`config.mk`:
```
export PLATFORM = sky130hd
export DESIGN_NAME = revive_fetch_align_flat
export DESIGN_NICKNAME = d
export VERILOG_FILES = /design/src/rtl/revive_fetch_align_if.sv /design/src/rtl/revive_fetch_align.sv /design/src/flat_wrapper.sv
export SDC_FILE = /design/constraint.sdc
export NUM_CORES = 1
export LEC_CHECK = 0
export CAP_MARGIN = 20
export CORE_MARGIN = 3
export CORE_UTILIZATION = 52
export CTS_CLUSTER_SIZE = 14
export DETAILED_ROUTE_END_ITERATION = 16
export PLACE_DENSITY = 0.78
export SLEW_MARGIN = 10
export SYNTH_ARGS = -nofsm -noshare
export SYNTH_HDL_FRONTEND = slang
export SYNTH_SLANG_ARGS = --single-unit
```
`constraint.sdc`:
```
create_clock -name clk -period 4.2 [get_ports clk]
set_clock_uncertainty 0.1 [all_clocks]
set_input_delay 0.63 -clock clk [delete_from_list [all_inputs] [get_ports clk]]
set_output_delay 0.63 -clock clk [all_outputs]
set_load 0.02 [all_outputs]
```
`src/rtl/revive_fetch_align_if.sv`:
```
// Fetch/decode handshake bundle for revive_fetch_align.
//   master : the fetch unit and the decoder around the aligner. It drives the
//            beat, the redirect and instr_rdy.
//   slave  : the aligner. It drives the buffer-ready, instruction and level
//            outputs.
// Signals:
//   mem_data / mem_data_vld / mem_data_rdy : fetch beat handshake
//   flush / flush_hw_offset                : redirect and target halfword
//   instr_out / instr_is_32bit / instr_vld / instr_rdy : decode handshake
//   level                                  : halfwords currently buffered
interface revive_fetch_align_if #(
  parameter int W_DATA   = 32,
  parameter int DEPTH_HW = 6
);
  localparam int NHW = W_DATA / 16;
  localparam int SW  = $clog2(NHW);
  localparam int LW  = $clog2(DEPTH_HW) + 1;

  logic [W_DATA-1:0] mem_data;
  logic              mem_data_vld;
  logic              mem_data_rdy;
  logic              flush;
  logic [SW-1:0]     flush_hw_offset;
  logic [31:0]       instr_out;
  logic              instr_is_32bit;
  logic              instr_vld;
  logic              instr_rdy;
  logic [LW-1:0]     level;

  modport master (
    output mem_data, mem_data_vld, flush, flush_hw_offset, instr_rdy,
    input  mem_data_rdy, instr_out, instr_is_32bit, instr_vld, level
  );

  modport slave (
    input  mem_data, mem_data_vld, flush, flush_hw_offset, instr_rdy,
    output mem_data_rdy, instr_out, instr_is_32bit, instr_vld, level
  );
endinterface

```
`src/rtl/revive_fetch_align.sv`:
```
// Halfword-granular instruction prefetch and realignment buffer.
// Fetch beats are split into 16-bit halfwords and appended to a shift FIFO.
// The head halfword is decoded to decide between a 16-bit and a 32-bit
// instruction, and exactly one whole instruction is presented to decode.
// A 32-bit instruction that straddles two beats waits until both halves are
// buffered. A redirect can land on any halfword of the first beat after it.
// Ports:
//   clk   : core clock
//   rst_n : asynchronous active-low reset
//   bus   : revive_fetch_align_if.slave (beat in, instruction out, level)
module revive_fetch_align #(
  parameter int W_DATA      = 32,
  parameter int DEPTH_HW    = 6,
  parameter int PASSTHROUGH = 0
) (
  input  logic                  clk,
  input  logic                  rst_n,
  revive_fetch_align_if.slave   bus
);
  localparam int NHW = W_DATA / 16;
  localparam int SW  = $clog2(NHW);
  localparam int LW  = $clog2(DEPTH_HW) + 1;
  localparam bit PT  = (PASSTHROUGH != 0);

  // Buffer state; hw_reg[0] is the oldest halfword.
  logic [15:0]   hw_reg   [DEPTH_HW];
  logic [15:0]   hw_next  [DEPTH_HW];
  logic [LW-1:0] level_reg, level_next;
  logic [SW-1:0] skip_reg, skip_next;

  // Zero-padded views, so every shift/select below uses constant indices.
  logic [15:0]   hw_ext   [DEPTH_HW+2];
  logic [15:0]   beat_ext [2*NHW];
  logic [15:0]   shifted  [DEPTH_HW];
  logic [15:0]   push_hw  [NHW];

  logic          need_two;
  logic          instr_vld_w;
  logic          mem_data_rdy_w;
  logic          do_pop;
  logic          do_push;
  logic [LW-1:0] pop_n;
  logic [LW-1:0] push_n;
  logic [LW-1:0] keep;
  logic [SW-1:0] offset_eff;
  logic [31:0]   instr_out_w;

  generate
    for (genvar gi = 0; gi < DEPTH_HW; gi++) begin : g_hw_ext
      assign hw_ext[gi] = hw_reg[gi];
    end
    for (genvar gi = 0; gi < 2; gi++) begin : g_hw_pad
      assign hw_ext[DEPTH_HW+gi] = 16'h0;
    end
    for (genvar gi = 0; gi < NHW; gi++) begin : g_beat_ext
      assign beat_ext[gi]     = bus.mem_data[16*gi +: 16];
      assign beat_ext[NHW+gi] = 16'h0;
    end
  endgenerate

  // Head decode: a 32-bit opcode (or any instruction when C is disabled)
  // needs two halfwords before it can be presented.
  assign need_two       = PT || (hw_reg[0][1:0] == 2'b11);
  assign instr_vld_w    = need_two ? (level_reg >= LW'(2)) : (level_reg != '0);
  // Beat acceptance looks only at the registered level, never at instr_rdy.
  assign mem_data_rdy_w = (level_reg <= LW'(DEPTH_HW - NHW));

  assign do_pop  = instr_vld_w && bus.instr_rdy;
  assign do_push = bus.mem_data_vld && mem_data_rdy_w;
  assign pop_n   = do_pop ? (need_two ? LW'(2) : LW'(1)) : '0;
  assign push_n  = do_push ? (LW'(NHW) - LW'(skip_reg)) : '0;
  assign keep    = level_reg - pop_n;

  // With C disabled every target is word aligned, so an odd offset is dropped.
  assign offset_eff = PT ? (bus.flush_hw_offset & ~SW'(1)) : bus.flush_hw_offset;

  generate
    // Surviving halfwords after the pop, moved down to the head.
    for (genvar gi = 0; gi < DEPTH_HW; gi++) begin : g_shift
      assign shifted[gi] = (pop_n == LW'(2)) ? hw_ext[gi+2] :
                           (pop_n == LW'(1)) ? hw_ext[gi+1] : hw_ext[gi];
    end

    // Beat halfwords starting at the skip position, packed to index 0.
    for (genvar gi = 0; gi < NHW; gi++) begin : g_push_sel
      logic [15:0] sel;
      always_comb begin
        sel = 16'h0;
        for (int s = 0; s < NHW; s++) begin
          if (skip_reg == SW'(s)) sel = beat_ext[gi+s];
        end
      end
      assign push_hw[gi] = sel;
    end

    // Each slot keeps a shifted survivor or receives the k-th pushed halfword.
    for (genvar gi = 0; gi < DEPTH_HW; gi++) begin : g_slot
      logic [15:0] val;
      always_comb begin
        val = 16'h0;
        if (LW'(gi) < keep) begin
          val = shifted[gi];
        end else begin
          for (int k = 0; k < NHW; k++) begin
            if ((LW'(gi) == keep + LW'(k)) && (LW'(k) < push_n)) val = push_hw[k];
          end
        end
      end
      assign hw_next[gi] = val;
    end
  endgenerate

  // A redirect discards everything, including a simultaneous push or pop.
  always_comb begin
    level_next = level_reg - pop_n + push_n;
    skip_next  = do_push ? '0 : skip_reg;
    if (bus.flush) begin
      level_next = '0;
      skip_next  = offset_eff;
    end
  end

  always_ff @(posedge clk or negedge rst_n) begin
    if (!rst_n) begin
      level_reg <= '0;
      skip_reg  <= '0;
      for (int i = 0; i < DEPTH_HW; i++) hw_reg[i] <= 16'h0;
    end else begin
      level_reg <= level_next;
      skip_reg  <= skip_next;
      for (int i = 0; i < DEPTH_HW; i++) hw_reg[i] <= hw_next[i];
    end
  end

  always_comb begin
    instr_out_w = 32'h0;
    if (instr_vld_w) begin
      instr_out_w = need_two ? {hw_reg[1], hw_reg[0]} : {16'h0, hw_reg[0]};
      if (PT) instr_out_w[1:0] = 2'b11;
    end
  end

  assign bus.instr_out      = instr_out_w;
  assign bus.instr_vld      = instr_vld_w;
  assign bus.instr_is_32bit = instr_vld_w && need_two;
  assign bus.mem_data_rdy   = mem_data_rdy_w;
  assign bus.level          = level_reg;
endmodule
```
`src/flat_wrapper.sv`:
```
// flat-port wrapper written by rule: the top's interface ports become plain ports
module revive_fetch_align_flat 
#(
  parameter int W_DATA      = 32,
  parameter int DEPTH_HW    = 6,
  parameter int PASSTHROUGH = 0
)
  (clk, rst_n, bus_mem_data, bus_mem_data_vld, bus_flush, bus_flush_hw_offset, bus_instr_rdy, bus_mem_data_rdy, bus_instr_out, bus_instr_is_32bit, bus_instr_vld, bus_level);
  revive_fetch_align_if #(.W_DATA(W_DATA), .DEPTH_HW(DEPTH_HW)) bus_i ();
  input  logic clk;
  input  logic rst_n;
  input wire logic [$bits(bus_i.mem_data)-1:0] bus_mem_data;
  input wire logic [$bits(bus_i.mem_data_vld)-1:0] bus_mem_data_vld;
  input wire logic [$bits(bus_i.flush)-1:0] bus_flush;
  input wire logic [$bits(bus_i.flush_hw_offset)-1:0] bus_flush_hw_offset;
  input wire logic [$bits(bus_i.instr_rdy)-1:0] bus_instr_rdy;
  output wire logic [$bits(bus_i.mem_data_rdy)-1:0] bus_mem_data_rdy;
  output wire logic [$bits(bus_i.instr_out)-1:0] bus_instr_out;
  output wire logic [$bits(bus_i.instr_is_32bit)-1:0] bus_instr_is_32bit;
  output wire logic [$bits(bus_i.instr_vld)-1:0] bus_instr_vld;
  output wire logic [$bits(bus_i.level)-1:0] bus_level;
  assign bus_i.mem_data = bus_mem_data;
  assign bus_i.mem_data_vld = bus_mem_data_vld;
  assign bus_i.flush = bus_flush;
  assign bus_i.flush_hw_offset = bus_flush_hw_offset;
  assign bus_i.instr_rdy = bus_instr_rdy;
  assign bus_mem_data_rdy = bus_i.mem_data_rdy;
  assign bus_instr_out = bus_i.instr_out;
  assign bus_instr_is_32bit = bus_i.instr_is_32bit;
  assign bus_instr_vld = bus_i.instr_vld;
  assign bus_level = bus_i.level;
  revive_fetch_align #(.W_DATA(W_DATA), .DEPTH_HW(DEPTH_HW), .PASSTHROUGH(PASSTHROUGH)) u_core (.clk(clk), .rst_n(rst_n), .bus(bus_i));
endmodule
```
Word-level counts from Yosys, hierarchy flattened
Index checks and enable logic that the tools add are counted.

storage, ports and cells
  register bits = 101
  input bits = 38

cells by class
  add/sub/neg operators = 4
  order comparisons = 10
  eq/ne operators = 19
  multiplexer cells = 41
  reductions and logical operators = 19

operators by type and width
  kind                                                                                  count
  16-bit 2-to-1 mux                                                                     32
  32-bit 2-to-1 mux                                                                     2
  3-bit by 1-bit != test with 1-bit output (second input constant)                      6
  2-bit by 4-bit == test with 1-bit output (first input constant)                       4
  3-bit by 4-bit == test with 1-bit output (first input constant)                       4
  1-bit by 4-bit < comparator with 1-bit output (first input constant)                  4
  1-bit logical AND                                                                     15
  4-bit 2-to-1 mux                                                                      3
  1-bit by 4-bit == test with 1-bit output (first input constant)                       2
  4-bit logical NOT                                                                     2
  2-bit by 4-bit < comparator with 1-bit output (first input constant)                  2
  3-bit by 4-bit < comparator with 1-bit output (first input constant)                  2
  4-bit by 1-bit adder with 4-bit output (second input constant)                        1
  4-bit adder                                                                           1
  4-bit by 1-bit == test with 1-bit output (second input constant)                      1
  4-bit by 2-bit == test with 1-bit output (second input constant)                      1
  4-bit by 2-bit greater-or-equal comparator with 1-bit output (second input constant)  1
  4-bit by 3-bit <= comparator with 1-bit output (second input constant)                1
  4-bit nonzero test                                                                    1
  4-bit subtractor                                                                      1
  1-bit 2-to-1 mux                                                                      3
  2-bit by 1-bit subtractor with 3-bit output (first input constant)                    1
  2-bit == test (second input constant)                                                 1
  2-bit 2-to-1 mux                                                                      1
  2-bit nonzero test                                                                    1

Depth between registers and ports, before layout
  word-level depth = 10
  mapped depth = 16
  mapped depth without buffers = 11

Worst setup path after synthesis
OpenSTA, ideal clock, no wires.

  kind = register to register
  from = register u_core.level_reg[2], in the netlist u_core.bus.level[2]
  to = register u_core.hw_reg (netlist bit u_core.hw_ext[86])
  library setup time = 0.066 ns
  arrival time = 3.874 ns
  required time = 4.034 ns
  slack = 0.160 ns
  stages on the path, launching flop included = 14
  buffers on the path = 4
  period minus slack after synthesis = 4.040 ns
  cells stage by stage = dfrtp_1 -> buf_6 -> or3_1 -> o21ai_1 -> clkbuf_1 -> a21oi_1 -> ha_1 -> inv_1 -> fa_1 -> clkbuf_1 -> or4_4 -> o32ai_4 -> buf_6 -> a221o_1

between the ends
  longest elaborated chain between the ends = 10
  elaborated cells on any way between the ends = 24
  classes of those cells = 2 x add/sub; 5 x order compare; 5 x eq/ne; 7 x mux; 5 x reduce/logical

ends and longest elaborated chain
  element                                                                                             RTL line                   source
  from (decl)                                                                                         revive_fetch_align.sv:28   logic [LW-1:0] level_reg, level_next;
  from (signal assigned)                                                                              revive_fetch_align.sv:129  level_reg <= level_next;
  4-bit by 2-bit greater-or-equal comparator with 1-bit output or 4-bit nonzero test (tied branches)  revive_fetch_align.sv:64   assign instr_vld_w = need_two ? (level_reg >= LW'(2)) : (level_reg != '0);
  1-bit 2-to-1 mux                                                                                    revive_fetch_align.sv:64
  1-bit logical AND                                                                                   revive_fetch_align.sv:68   assign do_pop = instr_vld_w && bus.instr_rdy;
  4-bit 2-to-1 mux                                                                                    revive_fetch_align.sv:70   assign pop_n = do_pop ? (need_two ? LW'(2) : LW'(1)) : '0;
  4-bit subtractor                                                                                    revive_fetch_align.sv:72   assign keep = level_reg - pop_n;
  4-bit by 1-bit adder with 4-bit output or 2-bit by 4-bit == test with 1-bit output (tied branches)  revive_fetch_align.sv:105  if ((LW'(gi) == keep + LW'(k)) && (LW'(k) < push_n)) val = push_hw[k];
  2-bit by 4-bit == test with 1-bit output or 1-bit logical AND (tied branches)                       revive_fetch_align.sv:105
  1-bit logical AND or 16-bit 2-to-1 mux (tied branches)                                              revive_fetch_align.sv:105
  16-bit 2-to-1 mux                                                                                   revive_fetch_align.sv:105
  16-bit 2-to-1 mux                                                                                   revive_fetch_align.sv:101  if (LW'(gi) < keep) begin
  to (decl)                                                                                           revive_fetch_align.sv:26   logic [15:0] hw_reg [DEPTH_HW];

Several ways; a longest one is shown, not always the timed one.
A chain may end at the register's enable or synchronous reset.

Worst setup path after layout
  from = register u_core.level_reg[0], in the netlist u_core.bus.level[0]
  to = register u_core.hw_reg (netlist bit u_core.hw_ext[57])

between the ends
  longest elaborated chain between the ends = 10
  elaborated cells on any way between the ends = 24
  classes of those cells = 2 x add/sub; 5 x order compare; 5 x eq/ne; 7 x mux; 5 x reduce/logical

ends and longest elaborated chain
  element                                                                                             RTL line
  4-bit by 2-bit greater-or-equal comparator with 1-bit output or 4-bit nonzero test (tied branches)  revive_fetch_align.sv:64
  1-bit 2-to-1 mux                                                                                    revive_fetch_align.sv:64
  1-bit logical AND                                                                                   revive_fetch_align.sv:68
  4-bit 2-to-1 mux                                                                                    revive_fetch_align.sv:70
  4-bit subtractor                                                                                    revive_fetch_align.sv:72
  4-bit by 1-bit adder with 4-bit output or 3-bit by 4-bit == test with 1-bit output (tied branches)  revive_fetch_align.sv:105
  3-bit by 4-bit == test with 1-bit output or 1-bit logical AND (tied branches)                       revive_fetch_align.sv:105
  1-bit logical AND or 16-bit 2-to-1 mux (tied branches)                                              revive_fetch_align.sv:105
  16-bit 2-to-1 mux                                                                                   revive_fetch_align.sv:105
  16-bit 2-to-1 mux                                                                                   revive_fetch_align.sv:101

Several ways; a longest one is shown, not always the timed one.

==> results.env <==
STATUS='finished, final reports clean'
WORST_SETUP_PATH_START_KIND='flip-flop'
TIMING.CRITICAL_PATH.ARRIVAL_PS=4070
POSTSYNTHREGISTERBITS=101
CLK_PATH_BUF_DEPTH=2
CTS_ROOT_BUF='sky130_fd_sc_hd__clkbuf_16'
WIRE_PER_INST_MICRONS=22.0
SYNTH_AREA_PER_CELL_SQ_UM=8.90
CLOCK_SINK_COUNT=101
GLOBAL_ROUTE_WIRE_LENGTH_BEFORE_REPAIR_MICRONS=34400
YOSYS_WARNINGS=0
ANTENNA_CELLS=0
SYNTHDISTINCTLIBCELLS=60
FINAL-MAX-SLEW-VIOLATION-COUNT=0
P_SW_mW=2.91
MAX_FFS_PER_REGISTER=96
DP_CELLS=958
CLK_TRANSITION_REPORTED_PATHS_PS=70
POSTLAYOUTCELLAREA_SQ_UM=7990
SYNTHESIS.NETS=800
P_LEAK_nW=3.21
CELL_INT_POWER_mW=3.57
GRT_SETUP_UNREPAIRED='false'
SEQ_AREA_FRAC_SYNTH_PCT=37.6
MAX_STAGE_DELAY_PS=490
MAX_CAP_VIOLATIONS=0
INITIAL_CORE_UTIL_PCT=54.6
SW_SHARE_PCT=44.9
DIE_Y_MICRONS=120
HP-CLASS='in -> async'
SYNTH_ENABLE_FLOP_CELLS=0
DESIGN.DIE.AREA_SQ_UM=14300
FIN_NETS=851
TRITONCTS_CLOCK_TREE='yes'
CTS_INSERTED_BUFFERS=9
SLEW_MARGIN_REL_PCT=24.0
HOLD_VIOL=0
WORSTPATHCELLLIST='a21boi_0 > o21ai_1 > a21oi_1 > ha_1 > inv_1 > fa_1 > xnor2_1 > nand2_1 > or4_4 > nand2_2 > mux2i_1'
FILLER_CELL_COUNT=1055
FINAL_CELL_COUNT_WITHOUT_FILLERS=980
CRIT_PATH_MAX_FANOUT=16
CORE_AREA_SQ_UM=12300
SYN_TO_FINAL_GROWTH_PCT=18.8
YOSYS_MOST_USED_DFF='sky130_fd_sc_hd__dfrtp_1'
CRITPATHSLOWESTCELL='sky130_fd_sc_hd__fa_1'
SYNTHARSTFLOPSHARE_PCT=100
CRIT_PATH_END_KIND='flip-flop'
PORT-BUFFER-COUNT=76
DRC=0
CP.REQUIRED_PS=4360
WORST_SLACK_PS=297
SYN-INSTANCE-COUNT=756
NUMBER_OF_GATES_RESIZED_AFTER_CTS=0
TOP_LEVEL_PORTS=77
COMBINATIONAL_FRACTION_OF_DESIGN_POWER_PCT=59.4
DR.PASS1.ITERS=5
CP_NUM_BUF_INV=1
FMAX_MHz=256
HPWLAFTERDP_MICRONS=14800
FINALCRITICALPERIOD_PS=3900
POWER.IR.VDD_WORST_mV=0.453
LAYOUT_COMMON_CELLS='116 x sky130_fd_sc_hd__nand2_1, 101 x sky130_fd_sc_hd__dfrtp_1, 80 x sky130_fd_sc_hd__nor2_1, 75 x sky130_fd_sc_hd__clkdlybuf4s50_1, 48 x sky130_fd_sc_hd__a221o_1'
CRIT_PATH_START='u_core.bus.level[0]'
POWER.SEQUENTIAL.FRACTION_PCT=25.7
GRT_PASS1_VIAS=6036
LAYOUT.CELLS.MOST_COMMON='sky130_fd_sc_hd__nand2_1'
LAYOUT-DRIVE-GT1-SHARE_PCT=12.3
GLOBALROUTETOTALUTIL_PCT=30.5
LARGEST_NET_DEGREE_AT_THE_START_OF_GLOBAL_ROUTING=65
MAPPEDNETLISTAREA_SQ_UM=6730
TIMING.FINAL.CRIT_SHARE_PCT=92.9
TOTALWIRELENGTH_MICRONS=21500
TIMING_WORST_SLEW_PIN_VALUE_PS=1140
GP_CONGESTION=0.919
ITER_0_DRT_VIOLATIONS=1048
CTSHOLDBUFFERS=0
GR-TOTAL-OVERFLOW=0
CLK-INSERTION-DELAY-LATE_PS=360
CTSHTREEMAXLEVEL=3
R2R_START='u_core.bus.level[0]'
CTS_POST_SETUP_BUFFERS_INSERTED=0
HORIZ_DIE_DIM_MICRONS=120
POST_DP_CELL_AREA_SQ_UM=7600
TIMING.SETUP.TNS_PS=0
DPL_WORST_SLACK_PS=-9.50
CP_TOP_FAMILY='simple AND/OR/NAND/NOR gates'
POWER.CLOCK.FRACTION_PCT=14.9
DETAIL_ROUTE.VIAS_PER_CELL=6.67
ROWS=40
WORST-SETUP-PATH-TYPE='reg -> reg'
DRT.ANTENNA.VIOLATING_NETS=0
GRT_ANTENNA_BEFORE_REPAIR=0
DETAILROUTE.VIA_COUNT=6535
SETUP_VIOL_COUNT_FINAL=0
POWER-PER-CELL-AREA_nW_PER_UM2=812
==> kinds of logic (layout without fill, tap and decap cells) <==
family,Yosys count,count (layout),synth area share [%]
simple gates,311,311,22.2
compound gates,207,207,25.1
fa+ha+maj,6,6,1.34
flops,101,101,37.6
buf+inv,78,134,5.62
xor+xnor,3,3,0.391
mux,50,50,7.74
==> final cells by class <==
type	count	area (sq um)	area share (%)
sequential	101	2530	31.6
clock buffer	10	229	2.87
inverter	11	41.3	0.517
multi-input combinational	577	3850	48.3
timing repair buffer	107	1020	12.7
tap	168	210	2.63
clock inverter	6	109	1.36
==> cells in the mapped netlist, drive strengths merged (2+ instances only) <==
| master | instances | area [sq um] |
|---|---|---|
| nor2 | 81 | 312 |
| nand2b | 3 | 21.3 |
| a311oi | 35 | 307 |
| o21a | 2 | 15.0 |
| ha | 4 | 50.1 |
| nor4 | 3 | 40.0 |
| mux2i | 34 | 340 |
| o21ai | 28 | 140 |
| a22oi | 15 | 113 |
| a31o | 19 | 166 |
| inv | 11 | 41.3 |
| nand2 | 117 | 442 |
| a221o | 48 | 480 |
| a21oi | 21 | 105 |
| a31oi | 5 | 31.3 |
| buf | 33 | 209 |
| nand3 | 17 | 85.1 |
| and3 | 20 | 125 |
| clkbuf | 34 | 128 |
| a32oi | 10 | 87.6 |
| and2 | 16 | 100 |
| nor2b | 32 | 200 |
| or3 | 4 | 30.0 |
| fa | 2 | 40.0 |
| or4 | 4 | 37.5 |
| dfrtp | 101 | 2530 |
| nor3 | 10 | 71.3 |
| o32a | 3 | 30.0 |
| mux2 | 16 | 180 |
| a211o | 10 | 87.6 |
| a211oi | 2 | 15.0 |
| xnor2 | 2 | 17.5 |
==> worst paths after layout <==
kind                       slack [ps]                 end  cells past startpoint
setup / recovery                  300   u_core.hw_ext[57]                     11
hold / removal                    180   u_core.hw_ext[48]                      1
setup reg to reg                  300   u_core.hw_ext[57]                     11
hold reg to reg                   430   u_core.hw_ext[40]                      1
max in group asynchronous        2900  u_core.hw_ext[118]                      2
min in group clk                  430   u_core.hw_ext[40]                      1
==> worst reg2reg max path: cells and delay by family, from the launching register on <==
kind	cells	cell delay (ps)
simple gates	3	1060
xor+xnor	1	420
mux	1	290
buf+inv	1	60
flops	1	450
compound gates	3	760
fa+ha+maj	2	680
==> layer usage <==
layer,GRT usage (%),vias to the layer above,part of all wire [%]
met1,45.4,3168,44
met4,6.01,0,1.3
met5,0,-,0
met3,8.48,35,12
met2,44.6,419,43
li1,-,2913,-
==> metrics by stage <==
| stage | utilization, % | hold WS [ps] | power, mW |
|---|---|---|---|
| floorplan | - | 234 | 4.31 |
| global placement | 61.8 | 412 | 5.34 |
| detailed placement | 61.8 | 415 | 5.44 |
| CTS | 64.5 | 201 | 6.41 |
| global route | 64.9 | 232 | 6.90 |
| finish | 64.9 | 177 | 6.48 |
==> power groups by stage <==
stage / logic, mW / clock network (mW) / registers, mW
finish: 3.85 / 0.967 / 1.66
global route: 4.18 / 1.01 / 1.71
CTS: 3.79 / 0.973 / 1.65
detailed placement: 3.77 / 0 / 1.66
global placement: 3.69 / 0 / 1.65
floorplan: 2.74 / 0 / 1.57
Note: power is estimated with default switching activity, not from simulation.
